<file path="src/rtl/bus_rr_arbiter_pkg.sv">
// Shared helpers for the round-robin bus arbiter.
// Index arithmetic used by both the arbiter and its ID FIFO.
package bus_rr_arbiter_pkg;

   function automatic int wrap_add(input int base, input int off, input int n);
      return (base + off) % n;
   endfunction

endpackage

</file>
<file path="src/rtl/bus_arb_id_fifo.sv">
// In-order FIFO of granted host IDs awaiting a device response.
// Storage is unreset; only pointers and count are cleared.
module bus_arb_id_fifo
   import bus_rr_arbiter_pkg::*;
#(
   parameter int unsigned Depth = 2,
   parameter int unsigned Width = 1
) (
   input  logic             clk_i,
   input  logic             rst_ni,
   input  logic             push_i,
   input  logic [Width-1:0] data_i,
   input  logic             pop_i,
   output logic             full_o,
   output logic             empty_o,
   output logic [Width-1:0] head_o
);

   localparam int unsigned PtrW = (Depth > 1) ? $clog2(Depth) : 1;
   localparam int unsigned CntW = $clog2(Depth + 1);

   logic [Width-1:0] mem_q [Depth];
   logic [Width-1:0] mem_d [Depth];
   logic [PtrW-1:0]  wr_ptr_q, wr_ptr_d;
   logic [PtrW-1:0]  rd_ptr_q, rd_ptr_d;
   logic [CntW-1:0]  cnt_q, cnt_d;
   logic             do_push, do_pop;

   assign full_o  = (cnt_q == CntW'(Depth));
   assign empty_o = (cnt_q == '0);
   assign do_push = push_i & ~full_o;
   assign do_pop  = pop_i & ~empty_o;
   assign head_o  = mem_q[rd_ptr_q];

   always_comb begin
      mem_d    = mem_q;
      wr_ptr_d = wr_ptr_q;
      rd_ptr_d = rd_ptr_q;
      cnt_d    = cnt_q;
      if (do_push) begin
         mem_d[wr_ptr_q] = data_i;
         wr_ptr_d = PtrW'(wrap_add(int'(wr_ptr_q), 1, Depth));
      end
      if (do_pop) begin
         rd_ptr_d = PtrW'(wrap_add(int'(rd_ptr_q), 1, Depth));
      end
      unique case ({do_push, do_pop})
         2'b10:   cnt_d = cnt_q + 1'b1;
         2'b01:   cnt_d = cnt_q - 1'b1;
         default: cnt_d = cnt_q;
      endcase
   end

   always_ff @(posedge clk_i) begin
      if (!rst_ni) begin
         wr_ptr_q <= '0;
         rd_ptr_q <= '0;
         cnt_q    <= '0;
      end else begin
         wr_ptr_q <= wr_ptr_d;
         rd_ptr_q <= rd_ptr_d;
         cnt_q    <= cnt_d;
      end
   end

   always_ff @(posedge clk_i) begin
      mem_q <= mem_d;
   end

endmodule

</file>
<file path="src/rtl/bus_rr_arbiter.sv">
// Round-robin arbiter sharing one device port among several hosts.
// Responses return in order and are routed by the ID FIFO head.
module bus_rr_arbiter
   import bus_rr_arbiter_pkg::*;
#(
   parameter int unsigned NrHosts        = 2,
   parameter int unsigned DataWidth      = 32,
   parameter int unsigned AddressWidth   = 32,
   parameter int unsigned MaxOutstanding = 2
) (
   input  logic                                    clk_i,
   input  logic                                    rst_ni,
   input  logic [NrHosts-1:0]                      host_req_i,
   input  logic [NrHosts-1:0]                      host_we_i,
   input  logic [NrHosts-1:0][AddressWidth-1:0]    host_addr_i,
   input  logic [NrHosts-1:0][DataWidth-1:0]       host_wdata_i,
   input  logic [NrHosts-1:0][DataWidth/8-1:0]     host_be_i,
   output logic [NrHosts-1:0]                      host_gnt_o,
   output logic [NrHosts-1:0]                      host_rvalid_o,
   output logic [NrHosts-1:0]                      host_err_o,
   output logic [NrHosts-1:0][DataWidth-1:0]       host_rdata_o,
   output logic                                    dev_req_o,
   output logic                                    dev_we_o,
   output logic [AddressWidth-1:0]                 dev_addr_o,
   output logic [DataWidth/8-1:0]                  dev_be_o,
   output logic [DataWidth-1:0]                    dev_wdata_o,
   input  logic                                    dev_gnt_i,
   input  logic                                    dev_rvalid_i,
   input  logic                                    dev_err_i,
   input  logic [DataWidth-1:0]                    dev_rdata_i,
   output logic                                    unexpected_rsp_o
);

   localparam int unsigned IdW = $clog2(NrHosts);

   logic [IdW-1:0] prio_q, prio_d;
   logic [IdW-1:0] winner;
   logic [IdW-1:0] head;
   logic           found;
   logic           full, empty;
   logic           accept, rsp_hit;
   logic           unexpected_q, unexpected_d;

   // Scan upward from the priority pointer, wrapping past the top host.
   always_comb begin
      winner = '0;
      found  = 1'b0;
      for (int i = 0; i < NrHosts; i++) begin
         if (!found && host_req_i[wrap_add(int'(prio_q), i, NrHosts)]) begin
            found  = 1'b1;
            winner = IdW'(wrap_add(int'(prio_q), i, NrHosts));
         end
      end
   end

   assign dev_req_o   = rst_ni & found & ~full;
   assign dev_we_o    = host_we_i[winner];
   assign dev_addr_o  = host_addr_i[winner];
   assign dev_be_o    = host_be_i[winner];
   assign dev_wdata_o = host_wdata_i[winner];

   assign accept  = dev_req_o & dev_gnt_i;
   assign rsp_hit = rst_ni & dev_rvalid_i & ~empty;

   always_comb begin
      host_gnt_o            = '0;
      host_gnt_o[winner]    = accept;
      host_rvalid_o         = '0;
      host_rvalid_o[head]   = rsp_hit;
      host_err_o            = '0;
      host_err_o[head]      = rsp_hit & dev_err_i;
   end

   assign host_rdata_o = {NrHosts{dev_rdata_i}};

   always_comb begin
      prio_d       = prio_q;
      unexpected_d = unexpected_q | (dev_rvalid_i & empty);
      if (accept) begin
         prio_d = IdW'(wrap_add(int'(winner), 1, NrHosts));
      end
   end

   always_ff @(posedge clk_i) begin
      if (!rst_ni) begin
         prio_q       <= '0;
         unexpected_q <= 1'b0;
      end else begin
         prio_q       <= prio_d;
         unexpected_q <= unexpected_d;
      end
   end

   assign unexpected_rsp_o = unexpected_q;

   bus_arb_id_fifo #(
      .Depth (MaxOutstanding),
      .Width (IdW)
   ) u_id_fifo (
      .clk_i   (clk_i),
      .rst_ni  (rst_ni),
      .push_i  (accept),
      .data_i  (winner),
      .pop_i   (rsp_hit),
      .full_o  (full),
      .empty_o (empty),
      .head_o  (head)
   );

endmodule

</file>
<file path="config.mk">
export PLATFORM = sky130hd
export DESIGN_NAME = bus_rr_arbiter
export DESIGN_NICKNAME = d
export VERILOG_FILES = /design/src/rtl/bus_rr_arbiter_pkg.sv /design/src/rtl/bus_arb_id_fifo.sv /design/src/rtl/bus_rr_arbiter.sv
export SDC_FILE = /design/constraint.sdc
export NUM_CORES = 1
export LEC_CHECK = 0
export ABC_CLOCK_PERIOD_IN_PS = 4950
export CELL_PAD_IN_SITES_DETAIL_PLACEMENT = 0
export CELL_PAD_IN_SITES_GLOBAL_PLACEMENT = 2
export CORE_UTILIZATION = 11
export CTS_CLUSTER_DIAMETER = 200
export DETAILED_ROUTE_END_ITERATION = 7
export HOLD_SLACK_MARGIN = 0.12
export PLACE_DENSITY_LB_ADDON = 0.1
export SETUP_SLACK_MARGIN = 0.4
export SLEW_MARGIN = 20
export SYNTH_ARGS = -nofsm -noshare
export SYNTH_HDL_FRONTEND = slang
export SYNTH_SLANG_ARGS = --single-unit
</file>
<file path="constraint.sdc">
create_clock -name clk_i -period 4.95 [get_ports clk_i]
set_input_delay 0.99 -clock clk_i [delete_from_list [all_inputs] [get_ports clk_i]]
set_output_delay 0.99 -clock clk_i [all_outputs]
set_load 0.02 [all_outputs]
</file>
After elaboration in Yosys (flattened, before gate mapping)

Index checks and enable logic that the tools add are counted.

Latch bits: 0
Flip-flop bits (word level): 8
Bits in read-only memories: 0
Bits in writable memories: 0
Output and inout port bits: 141
Word-level logic and storage cells: 78
Bits of input ports: 177
Memories kept: 0

Bitwise gates (word level): 18
Muxes and demuxes: 28
Magnitude comparators: 9
Reductions and logical operators: 7
Div/mod/pow operators: 0
Shift operators: 0
$mul: 0
Add/sub/neg operators: 6
Equality and inequality tests: 3

Operators by type and width:

| operator                                                 | number |
|---|---|
| 2-to-1 mux 32 bit                                        | 4 |
| 2-to-1 mux 1 bit                                         | 17 |
| bitwise AND 1 bit                                        | 9 |
| 2-to-1 mux 4 bit                                         | 2 |
| bitwise AND 2 bit                                        | 3 |
| < comparator 1 x 2 -> 1 bit, second input constant       | 3 |
| adder 1 bit, second input constant                       | 4 |
| equality test 2 bit, second input constant               | 2 |
| greater-or-equal comparator 2 bit, second input constant | 2 |
| logical AND 1 bit                                        | 4 |
| inverter 1 -> 2 bit                                      | 2 |
| one-hot mux 2 bit (2 select lines)                       | 1 |
| demux 1 bit (select 1 bit)                               | 3 |
| < comparator 2 x 3 -> 1 bit, second input constant       | 1 |
| adder 2 x 1 -> 2 bit, second input constant              | 1 |
| bitwise mux 2 bit                                        | 1 |
| equality test 2 x 1 -> 1 bit, second input constant      | 1 |
| greater-or-equal comparator 1 bit, second input constant | 2 |
| logical NOT 2 bit                                        | 1 |
| < comparator 2 x 1 -> 1 bit, second input constant       | 1 |
| inverter 1 bit                                           | 2 |
| nonzero test 2 bit                                       | 1 |
| subtractor 2 x 1 -> 2 bit, second input constant         | 1 |
| bitwise AND 1 bit, first input constant                  | 1 |
| 2 further kinds                                          | 2 |

Logic depth before layout (Yosys ltp)

Depth in word-level cells: 13
Mapped depth: 7
Depth with buffers taken out: 6

Hierarchy

From an unflattened synthesis, not the netlist that was laid out.

Cell total of the unflattened synthesis: 191
Area, all modules: 1761.7 um2

Modules (own cells, without submodules):

| module          | area each (um2) | instances | sequential area each (um2) | cells each |
|---|---|---|---|---|
| bus_rr_arbiter  | 1486.4          | 1         | 40.0                       | 163 |
| bus_arb_id_fifo | 275.3           | 1         | 140.1                      | 28 |

Least setup slack after synthesis

OpenSTA, ideal clock, no wires.

Path kind: input -> output
From: in rst_ni
To: out host_err_o[0]
Path slack: 2.143 ns
Buffers on the path: 1
Data arrival time: 1.817 ns
Data required time: 3.960 ns
Cell stages on the path: 5
Cells stage by stage: clkbuf_1 > o211ai_1 > inv_1 > nand2_1 > nor2_1

Word-level cells in the longest chain between the ends: 4

RTL lines:

| what                               | RTL line             | source |
|---|---|---|
| start: declaration                 | bus_rr_arbiter.sv:12 | `input logic rst_ni,` |
| bitwise AND 1 bit (2 in a row)     | bus_rr_arbiter.sv:63 | `assign rsp_hit = rst_ni & dev_rvalid_i & ~empty;` |
| bitwise AND 1 bit                  | bus_rr_arbiter.sv:71 | `host_err_o[head] = rsp_hit & dev_err_i;` |
| bitwise AND 2 bit (no source line) | --                   |  |
| end: declaration                   | bus_rr_arbiter.sv:20 | `output logic [NrHosts-1:0] host_err_o,` |

No other way between the ends.

Worst setup path after layout

From: in host_req_i[1]
To: out dev_wdata_o[10]

Word-level cells in the longest chain between the ends: 8

RTL lines:

| what                                                   | RTL line             | source |
|---|---|---|
| start: declaration                                     | bus_rr_arbiter.sv:13 | `input logic [NrHosts-1:0] host_req_i,` |
| 2-to-1 mux 1 bit (not written as such) (2 in a row)    | bus_rr_arbiter.sv:49 | `if (!found && host_req_i[wrap_add(int'(prio_q), i, NrHosts)]) begin` |
| 2-to-1 mux 1 bit                                       | bus_rr_arbiter.sv:49 |  |
| logical NOT 1 bit                                      | bus_rr_arbiter.sv:49 |  |
| logical AND 1 bit                                      | bus_rr_arbiter.sv:49 |  |
| 2-to-1 mux 1 bit *                                     | bus_rr_arbiter.sv:49 |  |
| 2-to-1 mux 32 bit (not written as such) * (2 in a row) | bus_rr_arbiter.sv:60 | `assign dev_wdata_o = host_wdata_i[winner];` |
| end: declaration                                       | bus_rr_arbiter.sv:26 | `output logic [DataWidth-1:0] dev_wdata_o,` |

Every way passes the cells marked *; elsewhere a longest branch is shown, timed or not. The select of a mux whose other input is x is not followed.

==> impl_metrics.csv <==
group,metric,value,unit
grt,grt_pass1_vias,1739,
floorplan,start_util,11.24,%
logic_synthesis,synth_top_family_by_area,"multiplexers",
worst_setup_path,startpoint_type,"primary input",
final_layout,final_area,4089,sq um
sta,clock_skew,0.004722,ns
clocking,clkTransAtPathRegs,0.04,ns
detailed_routing,firstDrtPassIters,3,
grt,grtUsageTotal,8.451,%
detailed_routing,via_per_inst,3.181,
clocking,htreeDepth,1,
floorplan,die_h,140.2,um
sta,max_clock_freq,245.4,MHz
worst_setup_path,slowest_stage,"clkdlybuf4s50_1",
logic_synthesis,synth.area.mux_share,50.42,%
detailed_routing,wirelength,8959,um
grt,antenna_found_initial,2,
logic_synthesis,synth_xor_area_share,1.250,%
final_layout,multiInputGateArea,1274,sq um
power,power_density,159.4,nW/um^2
logic_synthesis,synth_seq_cells,8,
worst_setup_path,critPathMaxStageDelay,0.56,ns
sta,rsz0062_at_grt,"false",
logic_synthesis,synth_ff_type,"dfxtp_1",
logic_synthesis,syn_inst,187,
sta,finalHoldViolations,0,
sta,slew_headroom,73.30,%
sta,whs,0.4987,ns
sta,tns,0,ns
placed_design,gp_congestion,0.6644,
sta,worst_pin_slew,0.3993,ns
logic_synthesis,synth-adder-area-share,0.5952,%
placed_design,hpwl,7823,um
detailed_routing,antenna_left,0,
worst_setup_path,critical_path.cell_chain,"clkdlybuf4s50_1 -> a21boi_4 -> buf_12 -> mux2_4 -> clkdlybuf4s50_1",
worst_setup_path,cp_num_buf_inv,3,
clocking,cts.sinks,8,
clocking,cts_setup_buffers,0,
clocking,clock_path_buffers,2,
logic_synthesis,yosysSeqAreaShare,8.571,%
worst_setup_path,critical_path_cell_count,5,
worst_setup_path,worst_r2r_path_depth,5,
logic_synthesis,synth_cell_types,29,
grt,grt_pass1_wl,12230,um
clocking,root_buffer,"clkbuf_16",
worst_setup_path,crit_path_end_kind,"output port",
logic_synthesis,synth_async_sr_flop_share,0,%
clocking,ctsResizeCount,0,
logic_synthesis,synth_area,2102,sq um
run,maxCapViolCount,0,
logic_synthesis,synth_edf_count,2,
final_layout,regArea,180.2,sq um
floorplan,die_area,19670,sq um
grt,grtUsageMet1,9.901,%
hold_path,hp-class,"flip-flop to flip-flop",
logic_synthesis,synth_compound_area_share,3.571,%
grt,top_usage_layer,"met2",
grt,grtUsageMet3,4.889,%
outcome,outcome,"completed",
detailed_routing,drt_iter0_drc,24,
logic_synthesis,yosysWarnings,0,
logic_synthesis,synthesis.nets,365,
floorplan,fp.dieW,140.2,um
sta,period_minus_slack,4.075,ns
grt,gr-total-overflow,0,
placed_design,placed_cell_area,4010,sq um
grt,grt_max_degree,43,
final_layout,area_growth,94.52,%
worst_setup_path,r2r_slack,3.09,ns
worst_setup_path,required,3.96,ns
clocking,cts_tree,"done",
worst_setup_path,path_delay_family,"buffers and inverters",
detailed_routing,drc_errors,0,
final_layout,fillers,2038,
worst_setup_path,cp_common_cell,"clkdlybuf4s50_1",
grt,met2_usage,13.50,%
worst_setup_path,r2r_end,"u_id_fifo.cnt_q[1]$_SDFFE_PN0P_",
power,peakVddDrop,0.09892,mV
final_layout,drive_gt1_share,22.58,%
clocking,cts-buffers-inserted,3,
worst_setup_path,reg2reg_from,"u_id_fifo.cnt_q[0]$_SDFFE_PN0P_",
detailed_routing,wire_per_inst,15.58,um
floorplan,top_level_ports,318,
clocking,clk_latency,0.23,ns
final_layout,nNetsFinal,520,
detailed_routing,routed-via-count,1829,
worst_setup_path,crit_start,"host_req_i[1]",
worst_setup_path,worstPathArrival,3.08,ns
logic_synthesis,postSynthAreaPerCell,11.24,sq um
power,power_leakage,1.611,nW
worst_setup_path,crit_end,"dev_wdata_o[10]",
floorplan,core,18710,sq um
sta,setup_viol,0,
logic_synthesis,synthSimpleGateAreaFrac,4.405,%
clocking,cts-hold-fix-buffers,0,
placed_design,portBuffers,221,
worst_setup_path,crit_type,"primary input to output port",
worst_setup_path,crit_path_max_fanout,42,
sta,final_max_slew_viol_count,0,
final_layout,fin_util,21.86,%
floorplan,rows,50,
final_layout,insertedDiodeCount,0,
sta,post-route-period-util,82.32,%
## state kept, by name (all words and copies together) (netlist names)
signal              cells
u_id_fifo.wr_ptr_q      1
u_id_fifo.mem_q         2
u_id_fifo.cnt_q         2
prio_q                  1
u_id_fifo.rd_ptr_q      1
unexpected_rsp_o        1
## worst register-to-register path, stage by stage, from the launching register on
cell and delay, ns:
dfxtp_1 0.42, nand2b_2 0.23, o2111ai_2 0.23, ha_1 0.40, or3_1 0.37, a21boi_1 0.14
## metrics by stage
stage          worst slack, ns  total power [mW]  instances
4_1_cts                 0.8495            0.6617        575
3_5_place_dp            0.8503            0.5169        571
6_report                0.8752            0.6516        575
2_1_floorplan            2.144            0.3717        187
3_3_place_gp            0.8487            0.5203        571
5_1_grt                 0.7863            0.6848        575
## layer usage
layer | routed length [um] | up-vias
met4 | 48 | 4
met1 | 3533 | 789
met5 | 23 | -
li1 | - | 889
met3 | 1368 | 8
met2 | 3985 | 139
## synthesized netlist by cell type (2+ instances only)
cell       n  area [sq um]
mux2i_1    2         20.02
o21ai_0    2         10.01
dfxtp_1    6         120.1
inv_1      3         11.26
nand2_1    2         7.510
and2_1     2         12.51
mux2_4    67          1006
buf_12     8         160.2
xnor2_1    3         26.28
edfxtp_1   2         60.06
mux2_1     2         22.52
buf_4     64         480.5
nor2_1     8         30.03
## worst min path at each step
| stage | startpoint | end | slack [ns] | cells after the start |
|---|---|---|---|---|
| 5_1_grt | u_id_fifo.wr_ptr_q$_SDFFE_PN0P_ | u_id_fifo.wr_ptr_q$_SDFFE_PN0P_ | 0.53 | 1 |
| 4_1_cts | u_id_fifo.wr_ptr_q$_SDFFE_PN0P_ | u_id_fifo.wr_ptr_q$_SDFFE_PN0P_ | 0.50 | 1 |
| 2_1_floorplan | u_id_fifo.wr_ptr_q$_SDFFE_PN0P_ | u_id_fifo.wr_ptr_q$_SDFFE_PN0P_ | 0.45 | 1 |
| 3_5_place_dp | u_id_fifo.wr_ptr_q$_SDFFE_PN0P_ | u_id_fifo.wr_ptr_q$_SDFFE_PN0P_ | 0.49 | 1 |
| 6_report | u_id_fifo.wr_ptr_q$_SDFFE_PN0P_ | u_id_fifo.wr_ptr_q$_SDFFE_PN0P_ | 0.50 | 1 |
| 3_3_place_gp | u_id_fifo.wr_ptr_q$_SDFFE_PN0P_ | u_id_fifo.wr_ptr_q$_SDFFE_PN0P_ | 0.47 | 1 |
## placed cells by master, fill, tap and decap left out, drive strengths merged, types with 3 or more instances in the layout
| master | count |
|---|---|
| clkdlybuf4s50 | 221 |
| mux2 | 70 |
| nor2 | 8 |
| dfxtp | 6 |
| clkbuf | 4 |
| inv | 3 |
| xnor2 | 3 |
## cell type report
cell class                 count  area share, %
clock buffer                   4          1.928
multi-input combinational    103          31.15
tap                          234          7.160
sequential                     8          4.406
timing repair buffer         223          55.08
inverter                       3         0.2754
## cell families after synthesis
group,after synthesis
AND/OR/NAND/NOR,18
flip-flops,8
XOR/XNOR,3
AO/OA/AOI/OAI,9
adder cells (fa/ha/maj),1
multiplexers,72
buffers and inverters,76
## power breakdown
| group | switching (mW) | internal [mW] |
|---|---|---|
| sequential | 0.00636 | 0.0737 |
| combinational | 0.156 | 0.275 |
| clock | 0.0338 | 0.108 |
(Power assumes the default switching activity.)
